==> src/rtl/mem_port_arbiter_pkg.sv <==
// Shared types and helpers for the IF / D memory port arbiter.
package mem_port_arbiter_pkg;

    typedef enum logic [1:0] {
        ST_IDLE   = 2'd0,
        ST_ACCESS = 2'd1,
        ST_RESP   = 2'd2
    } state_e;

    typedef enum logic {
        PORT_IF = 1'b0,
        PORT_D  = 1'b1
    } port_e;

    localparam logic [1:0] WORD_ALIGN_MASK = 2'b11;

    function automatic logic is_misaligned(input logic [1:0] addr_lsbs);
        return (addr_lsbs & WORD_ALIGN_MASK) != 2'b00;
    endfunction

endpackage

==> src/rtl/arb_grant_sel.sv <==
// Grant selection between IF and D: D wins ties unless IF has waited through
// MAX_DATA_STREAK consecutive D grants.
module arb_grant_sel #(
    parameter int unsigned MAX_DATA_STREAK = 4
) (
    input  logic clk,
    input  logic rst,
    input  logic if_valid,
    input  logic d_valid,
    input  logic idle,
    output logic grant_if,
    output logic grant_d
);

    localparam int unsigned STREAK_W = $clog2(MAX_DATA_STREAK + 1);
    localparam logic [STREAK_W-1:0] STREAK_MAX = STREAK_W'(MAX_DATA_STREAK);

    logic [STREAK_W-1:0] streak_q, streak_d;
    logic                if_forced;

    always_comb begin
        if_forced = (streak_q == STREAK_MAX);
        grant_d   = idle && d_valid && !(if_valid && if_forced);
        grant_if  = idle && if_valid && !grant_d;
        streak_d  = streak_q;
        // The streak only moves while idle; a busy arbiter leaves it untouched.
        if (idle) begin
            if (grant_if || !if_valid) begin
                streak_d = '0;
            end else if (grant_d && !if_forced) begin
                streak_d = streak_q + STREAK_W'(1);
            end
        end
    end

    always_ff @(posedge clk or negedge rst) begin
        if (!rst) begin
            streak_q <= '0;
        end else begin
            streak_q <= streak_d;
        end
    end

endmodule

==> src/rtl/mem_port_arbiter.sv <==
// Serialises IF fetches and D loads/stores onto one single-port memory,
// returning each result as a one-cycle response pulse on the requesting port.
module mem_port_arbiter
    import mem_port_arbiter_pkg::*;
#(
    parameter int unsigned ADDR_W          = 32,
    parameter int unsigned DATA_W          = 32,
    parameter int unsigned MEM_LATENCY     = 1,
    parameter int unsigned MAX_DATA_STREAK = 4
) (
    input  logic              clk,
    input  logic              rst,
    input  logic              if_req_valid,
    output logic              if_req_ready,
    input  logic [ADDR_W-1:0] if_addr,
    output logic              if_resp_valid,
    output logic [DATA_W-1:0] if_rdata,
    output logic              if_err,
    input  logic              d_req_valid,
    output logic              d_req_ready,
    input  logic              d_we,
    input  logic [ADDR_W-1:0] d_addr,
    input  logic [DATA_W-1:0] d_wdata,
    output logic              d_resp_valid,
    output logic [DATA_W-1:0] d_rdata,
    output logic              d_err,
    output logic              mem_write_enabled,
    output logic [ADDR_W-1:0] mem_addr,
    output logic [DATA_W-1:0] mem_w_data,
    input  logic [DATA_W-1:0] mem_r_data,
    output logic              busy
);

    localparam int unsigned CNT_W = (MEM_LATENCY > 1) ? $clog2(MEM_LATENCY) : 1;
    localparam logic [CNT_W-1:0] LAST_CNT = CNT_W'(MEM_LATENCY - 1);

    state_e            state_q, state_d;
    logic [CNT_W-1:0]  cnt_q, cnt_d;
    port_e             port_q, port_d;
    logic              we_q, we_d;
    logic [ADDR_W-1:0] addr_q, addr_d;
    logic [DATA_W-1:0] wdata_q, wdata_d;
    logic [DATA_W-1:0] rdata_q, rdata_d;
    logic              err_q, err_d;

    logic              idle;
    logic              grant_if, grant_d;
    logic [ADDR_W-1:0] sel_addr;

    // Gating with rst keeps both ready outputs low while reset is held.
    assign idle = (state_q == ST_IDLE) && rst;

    arb_grant_sel #(
        .MAX_DATA_STREAK(MAX_DATA_STREAK)
    ) u_grant_sel (
        .clk     (clk),
        .rst     (rst),
        .if_valid(if_req_valid),
        .d_valid (d_req_valid),
        .idle    (idle),
        .grant_if(grant_if),
        .grant_d (grant_d)
    );

    assign sel_addr = grant_d ? d_addr : if_addr;

    always_comb begin
        // NOTE: every output of this block gets a default first so no path infers a latch.
        state_d           = state_q;
        cnt_d             = cnt_q;
        port_d            = port_q;
        we_d              = we_q;
        addr_d            = addr_q;
        wdata_d           = wdata_q;
        rdata_d           = rdata_q;
        err_d             = err_q;
        mem_write_enabled = 1'b0;
        mem_addr          = '0;
        mem_w_data        = '0;

        case (state_q)
            ST_IDLE: begin
                if (grant_d || grant_if) begin
                    port_d  = grant_d ? PORT_D : PORT_IF;
                    we_d    = grant_d && d_we;
                    addr_d  = sel_addr;
                    wdata_d = grant_d ? d_wdata : '0;
                    rdata_d = '0;
                    cnt_d   = '0;
                    err_d   = is_misaligned(sel_addr[1:0]);
                    state_d = is_misaligned(sel_addr[1:0]) ? ST_RESP : ST_ACCESS;
                end
            end
            ST_ACCESS: begin
                mem_addr          = addr_q;
                mem_w_data        = wdata_q;
                mem_write_enabled = we_q && (cnt_q == '0);
                if (cnt_q == LAST_CNT) begin
                    rdata_d = we_q ? '0 : mem_r_data;
                    state_d = ST_RESP;
                end else begin
                    cnt_d = cnt_q + CNT_W'(1);
                end
            end
            ST_RESP: begin
                state_d = ST_IDLE;
            end
            default: begin
                state_d = ST_IDLE;
            end
        endcase
    end

    always_ff @(posedge clk or negedge rst) begin
        if (!rst) begin
            state_q <= ST_IDLE;
            cnt_q   <= '0;
            port_q  <= PORT_IF;
            we_q    <= 1'b0;
            addr_q  <= '0;
            wdata_q <= '0;
            rdata_q <= '0;
            err_q   <= 1'b0;
        end else begin
            // NOTE: non-blocking updates so every flop samples pre-edge values.
            state_q <= state_d;
            cnt_q   <= cnt_d;
            port_q  <= port_d;
            we_q    <= we_d;
            addr_q  <= addr_d;
            wdata_q <= wdata_d;
            rdata_q <= rdata_d;
            err_q   <= err_d;
        end
    end

    assign if_req_ready  = grant_if;
    assign d_req_ready   = grant_d;
    assign busy          = (state_q != ST_IDLE);

    assign if_resp_valid = (state_q == ST_RESP) && (port_q == PORT_IF);
    assign d_resp_valid  = (state_q == ST_RESP) && (port_q == PORT_D);
    assign if_rdata      = if_resp_valid ? rdata_q : '0;
    assign if_err        = if_resp_valid && err_q;
    assign d_rdata       = d_resp_valid ? rdata_q : '0;
    assign d_err         = d_resp_valid && err_q;

endmodule
==> config.mk <==
export PLATFORM = sky130hd
export DESIGN_NAME = mem_port_arbiter
export DESIGN_NICKNAME = d
export VERILOG_FILES = /design/src/rtl/mem_port_arbiter_pkg.sv /design/src/rtl/arb_grant_sel.sv /design/src/rtl/mem_port_arbiter.sv
export SDC_FILE = /design/constraint.sdc
export NUM_CORES = 1
export LEC_CHECK = 0
export CAP_MARGIN = 20
export CORE_AREA = 2 2 137 139
export CTS_CLUSTER_DIAMETER = 60
export CTS_CLUSTER_SIZE = 16
export DETAILED_ROUTE_END_ITERATION = 7
export DIE_AREA = 0 0 139 141
export GPL_ROUTABILITY_DRIVEN = 1
export GPL_TIMING_DRIVEN = 0
export SYNTH_ARGS = -nofsm -noshare
export SYNTH_HDL_FRONTEND = slang
export SYNTH_SLANG_ARGS = --single-unit
==> constraint.sdc <==
create_clock -name clk -period 2.5 [get_ports clk]
set_clock_uncertainty 0.05 [all_clocks]
set_input_delay 0.25 -clock clk [delete_from_list [all_inputs] [get_ports clk]]
set_output_delay 0.25 -clock clk [all_outputs]
set_load 0.005 [all_outputs]
After elaboration in Yosys (flattened, before gate mapping)
Index checks and enable logic that the tools add are counted.
{"block": "word_totals", "ff_bits": 105, "latchBits": 0, "ram_bits": 0, "romBits": 0, "input_bits": 133, "output_inout_bits": 136, "word_cells": 68, "memories": 0}
{"block": "op_classes", "addsub": 2, "multipliers": 0, "div": 0, "order_cmp": 0, "eq_ne": 5, "shift": 0, "n_mux": 21, "bitwise_logic": 2, "reduce_logical": 29}
{"op": "$mux W32", "n": 9}
{"op": "$pmux W32 S2", "n": 1}
{"op": "$logic_and A1 B1 Y1", "n": 13}
{"op": "$reduce_and A2 Y1", "n": 4}
{"op": "$reduce_bool A2 Y1", "n": 4}
{"op": "$mux W2", "n": 3}
{"op": "$mux W3", "n": 2}
{"op": "$logic_not A1 Y1", "n": 4}
{"op": "$mux W1", "n": 4}
{"op": "$pmux W2 S2", "n": 1}
{"op": "$add A3 B1 Y3 const B", "n": 1}
{"op": "$eq A3 B3 Y1 const B", "n": 1}
{"op": "$reduce_and A3 Y1", "n": 1}
{"op": "$eq A2 B1 Y1 const B", "n": 1}
{"op": "$eq A2 B2 Y1 const B", "n": 1}
{"op": "$logic_not A2 Y1", "n": 1}
{"op": "$logic_or A1 B1 Y1", "n": 2}
{"op": "$ne A2 B1 Y1 const B", "n": 1}
{"op": "$ne A2 B2 Y1 const B", "n": 1}
{"op": "$not A1 Y1", "n": 2}
{"op": "$pmux W1 S2", "n": 1}
{"op": "$add A1 B1 Y1 const B", "n": 1}

Logic depth before layout (Yosys ltp)
Gate-level depths: netlist of the first run.
{"block": "logic_depth", "ltp_word": 9, "mapped_depth": 7, "mapped_depth_nobuf": 5}

Cells and area by module
Synthesis of the first run repeated with hierarchy kept, for this count alone.
{"block": "hier_totals", "hier_cells": 438, "hier_area_um2": 5148.7}
{"module": "mem_port_arbiter", "n_inst": 1, "cells_each": 415, "area_per_inst_um2": 4954.8, "seq_area_each_um2": 2527.4}
{"module": "arb_grant_sel", "n_inst": 1, "cells_each": 23, "area_per_inst_um2": 193.9, "seq_area_each_um2": 75.1}

Worst setup path before layout of the first run
OpenSTA, ideal clock, no wires.
{"block": "synth_path", "path_type": "reg2out", "start": "register state_q[1]", "end": "output port if_req_ready", "t_arrival_ns": 1.432, "required_time_ns": 2.200, "slack_ns": 0.768, "path_stages_with_launch": 6, "path_buffers": 3, "cell_sequence": "dfrtp_1 or3b_1 buf_2 buf_6 buf_6 a211oi_1"}
{"block": "synth_via", "elab_chain_len": 6, "word_cells_on_any_way": 7, "cone_classes": "7 x reduce/logical"}
{"item": "start, declared", "line_no": "mem_port_arbiter.sv:37", "text": "state_e state_q, state_d;"}
{"item": "start signal, assigned", "line_no": "mem_port_arbiter.sv:126", "text": "state_q <= state_d;"}
{"item": "$logic_not A2 Y1 *", "line_no": "mem_port_arbiter.sv:51", "text": "assign idle = (state_q == ST_IDLE) && rst;"}
{"item": "$logic_and A1 B1 Y1 *", "line_no": "mem_port_arbiter.sv:51"}
{"item": "$logic_and A1 B1 Y1 (2 in a row)", "line_no": "arb_grant_sel.sv:23", "text": "grant_d = idle && d_valid && !(if_valid && if_forced);"}
{"item": "$logic_not A1 Y1", "line_no": "arb_grant_sel.sv:24", "text": "grant_if = idle && if_valid && !grant_d;"}
{"item": "$logic_and A1 B1 Y1 *", "line_no": "arb_grant_sel.sv:24"}
{"item": "end, declared", "line_no": "mem_port_arbiter.sv:14", "text": "output logic if_req_ready,"}
Every way passes the cells marked *; elsewhere a longest branch is shown, timed or not.

Final worst setup path of the first run
{"block": "layout_path", "start": "register state_q[0]", "end": "output port mem_addr[4]"}
{"block": "layout_via", "elab_chain_len": 2}
{"item": "$eq A2 B1 Y1", "line_no": "mem_port_arbiter.sv:81", "text": "case (state_q)"}
{"item": "$mux W32", "line_no": "mem_port_arbiter.sv:81"}
{"item": "end, declared", "line_no": "mem_port_arbiter.sv:28", "text": "output logic [ADDR_W-1:0] mem_addr,"}
No other way between the ends.

==> results of run 1 <==
[per-layer routing]
metal,share of wire (%),vias up,global-route usage (%)
met5,0,-,0
met2,49,200,33.8
met3,6.1,31,4.35
li1,-,2529,-
met1,43,2637,26.3
met4,1.9,0,5.74
[sequential cells by signal, indices dropped and copies added (netlist names)]
name and count:
addr_q 32, err_q 1, port_q 1, rdata_q 32, state_q 2, u_grant_sel.streak_q 3, wdata_q 32, we_q 1
[area by class of cell]
cell class                      instances  area (um2)  area share, %
Multi-Input combinational cell        362        2490           27.9
Sequential cell                       104        2610           29.2
Tap cell                              234         293           3.28
Clock inverter                          5        62.6          0.700
Buffer                                 58         319           3.57
Inverter                                4        15.0          0.168
Clock buffer                           11         253           2.83
Timing Repair Buffer                  282        2900           32.4
[placed cells by master, fill, tap and decap left out, drive strengths merged, types with 2 or more instances in the layout]
| cell type | Yosys | routed |
|---|---|---|
| a22o | 65 | 65 |
| buf | 16 | 31 |
| nor2 | 3 | 3 |
| o31ai | 33 | 33 |
| or2 | 2 | 2 |
| dlygate4sd3 | 0 | 3 |
| nand2 | 3 | 3 |
| nand2b | 2 | 2 |
| clkdlybuf4s50 | 0 | 265 |
| o21ai | 2 | 2 |
| a31oi | 32 | 32 |
| nand4 | 35 | 35 |
| and3b | 2 | 2 |
| dfrtp | 104 | 104 |
| nor3b | 2 | 2 |
| and2 | 131 | 131 |
| inv | 4 | 6 |
| a21oi | 34 | 34 |
| ha | 2 | 2 |
| clkbuf | 42 | 50 |
[synth_stat cells, types with 2 or more instances]
master and count:
nand2_1 3, inv_1 3, nand4_1 35, a31oi_1 32, buf_6 6, nand2b_1 2, nor2_1 3, and2_1 131
o21ai_0 2, buf_2 9, clkbuf_1 42, a21oi_1 33, and3b_1 2, a22o_1 65, ha_1 2, dfrtp_1 104
o31ai_1 33, or2_2 2
[power by group through the flow]
stage,sequential (mW),combinational [mW],clock [mW]
2_1_floorplan,2.08,0.517,0
3_3_place_gp,2.12,0.994,0
3_5_place_dp,2.13,1.02,0
4_1_cts,2.11,1.08,1.54
5_1_grt,2.14,1.19,1.61
6_report,2.11,1.08,1.49
[metrics by stage]
stage	total power, mW	TNS (ns)	cells	instance area, um2	util, %
floorplan	2.59	0	528	5360	-
global placement	3.12	-668.11	1030	8330	45.6
detailed placement	3.16	-23.13	1031	8360	45.7
CTS	4.73	-0.0173	1059	8910	48.8
global route	4.95	-0.150	1060	8930	48.9
finish	4.68	0	1060	8930	48.9
[kinds of logic after synthesis]
family	synth area share, %
adders and majority gates	0.467
DFF	48.6
buffers and inverters	5.40
and+or+nand+nor	21.8
AOI/OAI and AO/OA	23.8
[worst reg2reg max path, delay by kind of cell, from the launching register on]
kind            cells  cell delay [ns]
simple gates        2             0.69
buf+inv             2             0.51
flops               1             0.48
compound gates      1             0.26
[what timing repair did]
item	CTS	global route
gates cloned	1	0
setup buffers	5	1
hold buffers	6	0
hold endpoints to repair	48	0
resized for setup	28	19
endpoints found under the setup margin	123	102
pin swaps	1	1
[worst paths after layout]
path	endpoint	slack, ns	from	cells after the start
worst max-delay path	mem_addr[4]	0.12	state_q[0]	5
max in group asynchronous	addr_q[6]	1.62	rst	4
min in group asynchronous	state_q[0]	0.55	rst	4
worst min register to register	wdata_q[25]	0.44	wdata_q[25]	1
worst max register to register	wdata_q[11]	0.41	state_q[1]	5
worst min-delay path	addr_q[18]	0.43	if_addr[18]	3
==> results by group, run 1 <==
Worst setup path
  – Setup CP Type: reg2out
  – Crit-path slowest cell: clkdlybuf4s50_1
  – Crit path max-delay family: buffers and inverters
  – Critical path data required time: roughly 2.2 ns
  – Crit-path max cell delay: slightly above 0.5 ns
  – CP Max Fanout: 10
  – Buf+Inv Stages, Crit Path: 3
  – Endpoint class of the critical path: primary output
  – Crit path cell chain: nor2b_2 -> clkbuf_8 -> clkbuf_4 -> and2_1 -> clkdlybuf4s50_1
  – CP arrival: about 2.1 ns
  – Setup crit start kind: flop

Clock network
  – CTS tree: built
  – H-tree Lvls: 3
  – Clock transition at path regs: 0.07 ns
  – Clock buffer depth: 2
  – Worst-Skew Late Latency: around 0.35 ns
  – Clk sinks: about 100
  – TritonCTS Buffers: 9
  – CTS Root Cell: clkbuf_16

Power and ir drop
  – Power density cells: ~520 mW/mm2
  – Sequential Power Share: 45.0%
  – Comb power frac: 23.1%
  – Clk network pwr share: between 30% and 40%
  – Worst IR Drop VDD: 450 uV
  – Switching part of the total: approximately 28%
  – Internal power: ~3.4 mW
  – Psw: between 1 and 1.5 mW
  – Pleak: roughly 3.7 nW

Layout
  – # fillers: roughly 1.7k
  – Layout area overhead: 66.8%
  – Fraction of layout cells with a size suffix above 1: 8.60%
  – # nets final: between 900 and 1k
  – N_diodes: 0

Global routing
  – GR Util All Layers: between 20% and 30%
  – Largest net degree at the start of global routing: 49
  – Remaining global-route overflow: 0
  – First-pass GRT wire length: around 32000 um
  – Vias in the first global route: around 5.7k
  – Initial antenna violation count: 1

Yosys
  – Mapped Cells: approximately 530
  – Post-synthesis cell type count: 37
  – Dominant cells by area after synthesis: dfrtp_1, and2_1, a22o_1
  – Net count after synthesis: between 600 and 700
  – Yosys top cell by area: dfrtp_1
  – Seq/Total Area, Yosys: approximately half
  – Post-synth EDFFs: 0
  – Synth Cell Area: between 0.005 and 0.006 mm2
  – Count of state elements after synthesis: approximately 100
  – Ys async rst share: 100%
  – Warnings from Yosys: 0
  – Synth Flop Type: dfrtp_1
  – Avg Cell Area, Syn: ~10 um2
  – Post-synth top area share: between 40% and 50%

Place
  – Routability Congestion: roughly 0.8
  – Post-place setup slack: -0.743 ns
  – HPWL Detailed: roughly 15000 um
  – IO buf count: 268

Routing
  – Via density: ~5.1
  – WL per Instance: around 19 um
  – Post-DRT Antenna Nets: 0
  – DR iter-0 viols: 238
  – DRT Pass-1 Iters: 4
  – DR vias: ~5.4k
  – WL final: slightly below 20000 um
  – DRC: 0

Timing
  – Slew Viols, Final: 0
  – Setup WS post-layout: 0.120 ns
  – Peak Freq: around 420 MHz
  – Slew @ Worst Pin: around 0.54 ns
  – Tcrit/Tclk final: approximately 95%
  – Final hold vios: 0
  – # setup viols final: 0
  – Relative slew slack: about 64%
  – Hold_ws: roughly 0.43 ns
  – RSZ-0062 raised after global routing: true
  – Tmin final: 2.38 ns

Die
  – Core Footprint: between 0.015 and 0.02 mm2
  – Full die area: just under 0.02 mm2
  – Chip width: roughly 140 um
  – Die H: around 140 um
  – Core Rows: 50
  – I/O pins: 269
  – Initial core utilization: between 20% and 30%

Hold path
  – Hold Path Class: in2reg

Job
  – Max cap viols: 0

Status
  – Status: complete, no violations
No activity file was read; power rests on OpenSTA's default activity.
==> run 2: changes to the inputs <==
--- a/config.mk
+++ b/config.mk
@@ -13,6 +13,7 @@
 export DIE_AREA = 0 0 139 141
 export GPL_ROUTABILITY_DRIVEN = 1
 export GPL_TIMING_DRIVEN = 0
+export REMOVE_ABC_BUFFERS = 1
 export SYNTH_ARGS = -nofsm -noshare
 export SYNTH_HDL_FRONTEND = slang
 export SYNTH_SLANG_ARGS = --single-unit
==> run 2 against run 1 <==
Against the previous run: setup slack better by 0.037 ns; non-clock buffer count shrank 38; total power fell by 0.59%; via count decreased by 3.7%; register-to-register slack worse by 0.14 ns; utilization rose by 0.13 points; global-route usage is 1.9 points lower; hold slack got worse by 0.0053 ns; first-iteration DRC count increased by 5.5%; sequential share of layout area decreased by 0.077 points; critical path type unchanged.
==> results by group, run 2 (same netlist as run 1, synthesis figures left out) <==
Timing
  – Relative slew slack: approximately a third
  – Peak Freq: 427 MHz
  – RSZ-0062 raised after global routing: false
  – Tcrit/Tclk final: between 90% and 100%
  – Hold_ws: 0.425 ns
  – # setup viols final: 0
  – Slew @ Worst Pin: 0.989 ns
  – Tmin final: between 2 and 2.5 ns
  – Slew Viols, Final: 0
  – Final hold vios: 0

Global routing
  – Remaining global-route overflow: 0
  – Initial antenna violation count: 1
  – Largest net degree at the start of global routing: approximately 50
  – First-pass GRT wire length: approximately 29000 um
  – Vias in the first global route: roughly 5.2k
  – GR Util All Layers: between 10% and 20%

Worst setup path
  – CP arrival: slightly above 2 ns
  – Critical R2R Launch: state_q[1]
  – Worst r2r dst: addr_q[5]
  – Crit-path slowest cell: clkdlybuf4s50_1
  – Setup crit end: mem_addr[7]
  – Reg2Reg Depth: 4
  – Setup CP Type: reg2out
  – CP Max Fanout: 48
  – Crit path cell chain: buf_4 -> nor2b_4 -> buf_12 -> and2_1 -> clkdlybuf4s50_1
  – Critical path data required time: ~2.2 ns
  – Setup crit start kind: flop
  – R2R setup slack: between 0.2 and 0.3 ns
  – Worst setup startpoint: state_q[0]
  – Endpoint class of the critical path: primary output
  – Crit-path max cell delay: 0.51 ns

Routing
  – WL per Instance: between 15 and 20 um
  – DR iter-0 viols: approximately 250
  – DRT Pass-1 Iters: 4
  – Post-DRT Antenna Nets: 0
  – WL final: 18300 um
  – Via density: about 5
  – DRC: 0
  – DR vias: slightly above 5k

Layout
  – FF+latch area: 0.00261 mm2
  – Multi-input gate area: approximately 0.0025 mm2
  – Layout area overhead: 67.2%
  – Leading cell type in the layout, fill and taps excluded: clkdlybuf4s50_1
  – # nets final: just over 900
  – Final core occ: 49.0%
  – Fraction of layout cells with a size suffix above 1: under 10%
  – Top flop regs: addr_q x32, rdata_q x32, wdata_q x32
  – # fillers: roughly 1.7k
  – Post-layout instance area: about 0.0090 mm2
  – Most frequent cells in the layout: clkdlybuf4s50_1, and2_1, dfrtp_1
  – N_diodes: 0

Place
  – Placed cell area: about 0.0083 mm2
  – IO buf count: between 200 and 300
  – Routability Congestion: around 0.74
  – HPWL Detailed: about 13000 um

Job
  – Max cap viols: 0

Clock network
  – Clk sinks: approximately 100
  – CTS tree: built
  – TritonCTS Buffers: 9
  – Clock transition at path regs: approximately 0.070 ns
  – Worst-Skew Late Latency: between 0.3 and 0.4 ns
  – CTS Root Cell: clkbuf_16
  – H-tree Lvls: 3
  – Clock buffer depth: 2

Hold path
  – HP Start: if_addr[29]
  – Hold Path Class: in2reg

Power and ir drop
  – Power density cells: 519 mW/mm2
  – Worst IR Drop VDD: between 400 and 500 uV
  – Pleak: 3.63 nW

Die
  – I/O pins: 269
  – Chip width: 139 um
  – Full die area: just under 0.02 mm2
  – Core Rows: 50
  – Core Footprint: 0.0183 mm2
  – Die H: roughly 140 um
  – Initial core utilization: a little under 30%

Status
  – Status: complete, no violations
run 2: changes by cell type in the layout (fill, tap and decap cells not counted), sizes merged:
cell           change
clkbuf            -41
clkdlybuf4s15      +1
clkdlybuf4s50      -1
clkinv             +1
clkinvlp           +2
dlygate4sd2        +1
inv                -1
run 2: how the worst min path moves through the flow:
stage | slack [ns] | cells past startpoint | to
finish | 0.42 | 3 | addr_q[29]
global route | 0.43 | 3 | addr_q[19]
CTS | 0.41 | 3 | addr_q[21]
detailed placement | 0.22 | 1 | rdata_q[8]
global placement | 0.42 | 1 | wdata_q[14]
floorplan | -0.1 | 0 | addr_q[0]
run 2: layer usage:
metal | wire (um) | global-route usage [%] | share of wire [%]
met1 | 8100 | 23.7 | 44
met2 | 8760 | 30.4 | 48
met3 | 1150 | 4.14 | 6.3
met4 | 310 | 5.79 | 1.7
met5 | 13 | 0 | 0.071
run 2: layout make-up:
class                   count  area share (%)
flip-flops and latches    104            29.1
inverters                   4           0.168
well taps                 234            3.27
multi-input cells         362            28.2
repair buffers            302            35.8
clock inverters             7           0.908
clock buffers               9            2.51
run 2: critical path, delay by kind of cell, from the launching register on:
family | cells | cell delay [ns]
buf+inv | 3 | 0.86
flops | 1 | 0.43
simple gates | 2 | 0.37
run 2: timing repair:
action	in CTS	in global routing
endpoints found under the setup margin	201	50
pin swaps	2	1
gates resized for setup	17	1
hold buffers	7	0
buffers inserted	9	5
endpoints found under the hold margin	70	0
gates cloned	1	0
run 2: per-stage QoR:
step / cells / TNS [ns] / total power [mW] / worst slack, ns
6_report: 1022 / 0 / 4.65 / 0.157
5_1_grt: 1022 / 0 / 4.90 / 0.0423
4_1_cts: 1017 / 0 / 4.69 / 0.0304
3_5_place_dp: 984 / -69.53 / 3.15 / -1.04
3_3_place_gp: 972 / -1114.56 / 3.06 / -7.86
2_1_floorplan: 470 / -76.31 / 2.54 / -1.71
run 2: power by group:
part	leakage, nW	switching [mW]	total (mW)	internal (mW)
sequential	1.31	0.151	2.10	1.95
combinational	2.19	0.469	1.09	0.621
clock	0.140	0.674	1.46	0.788
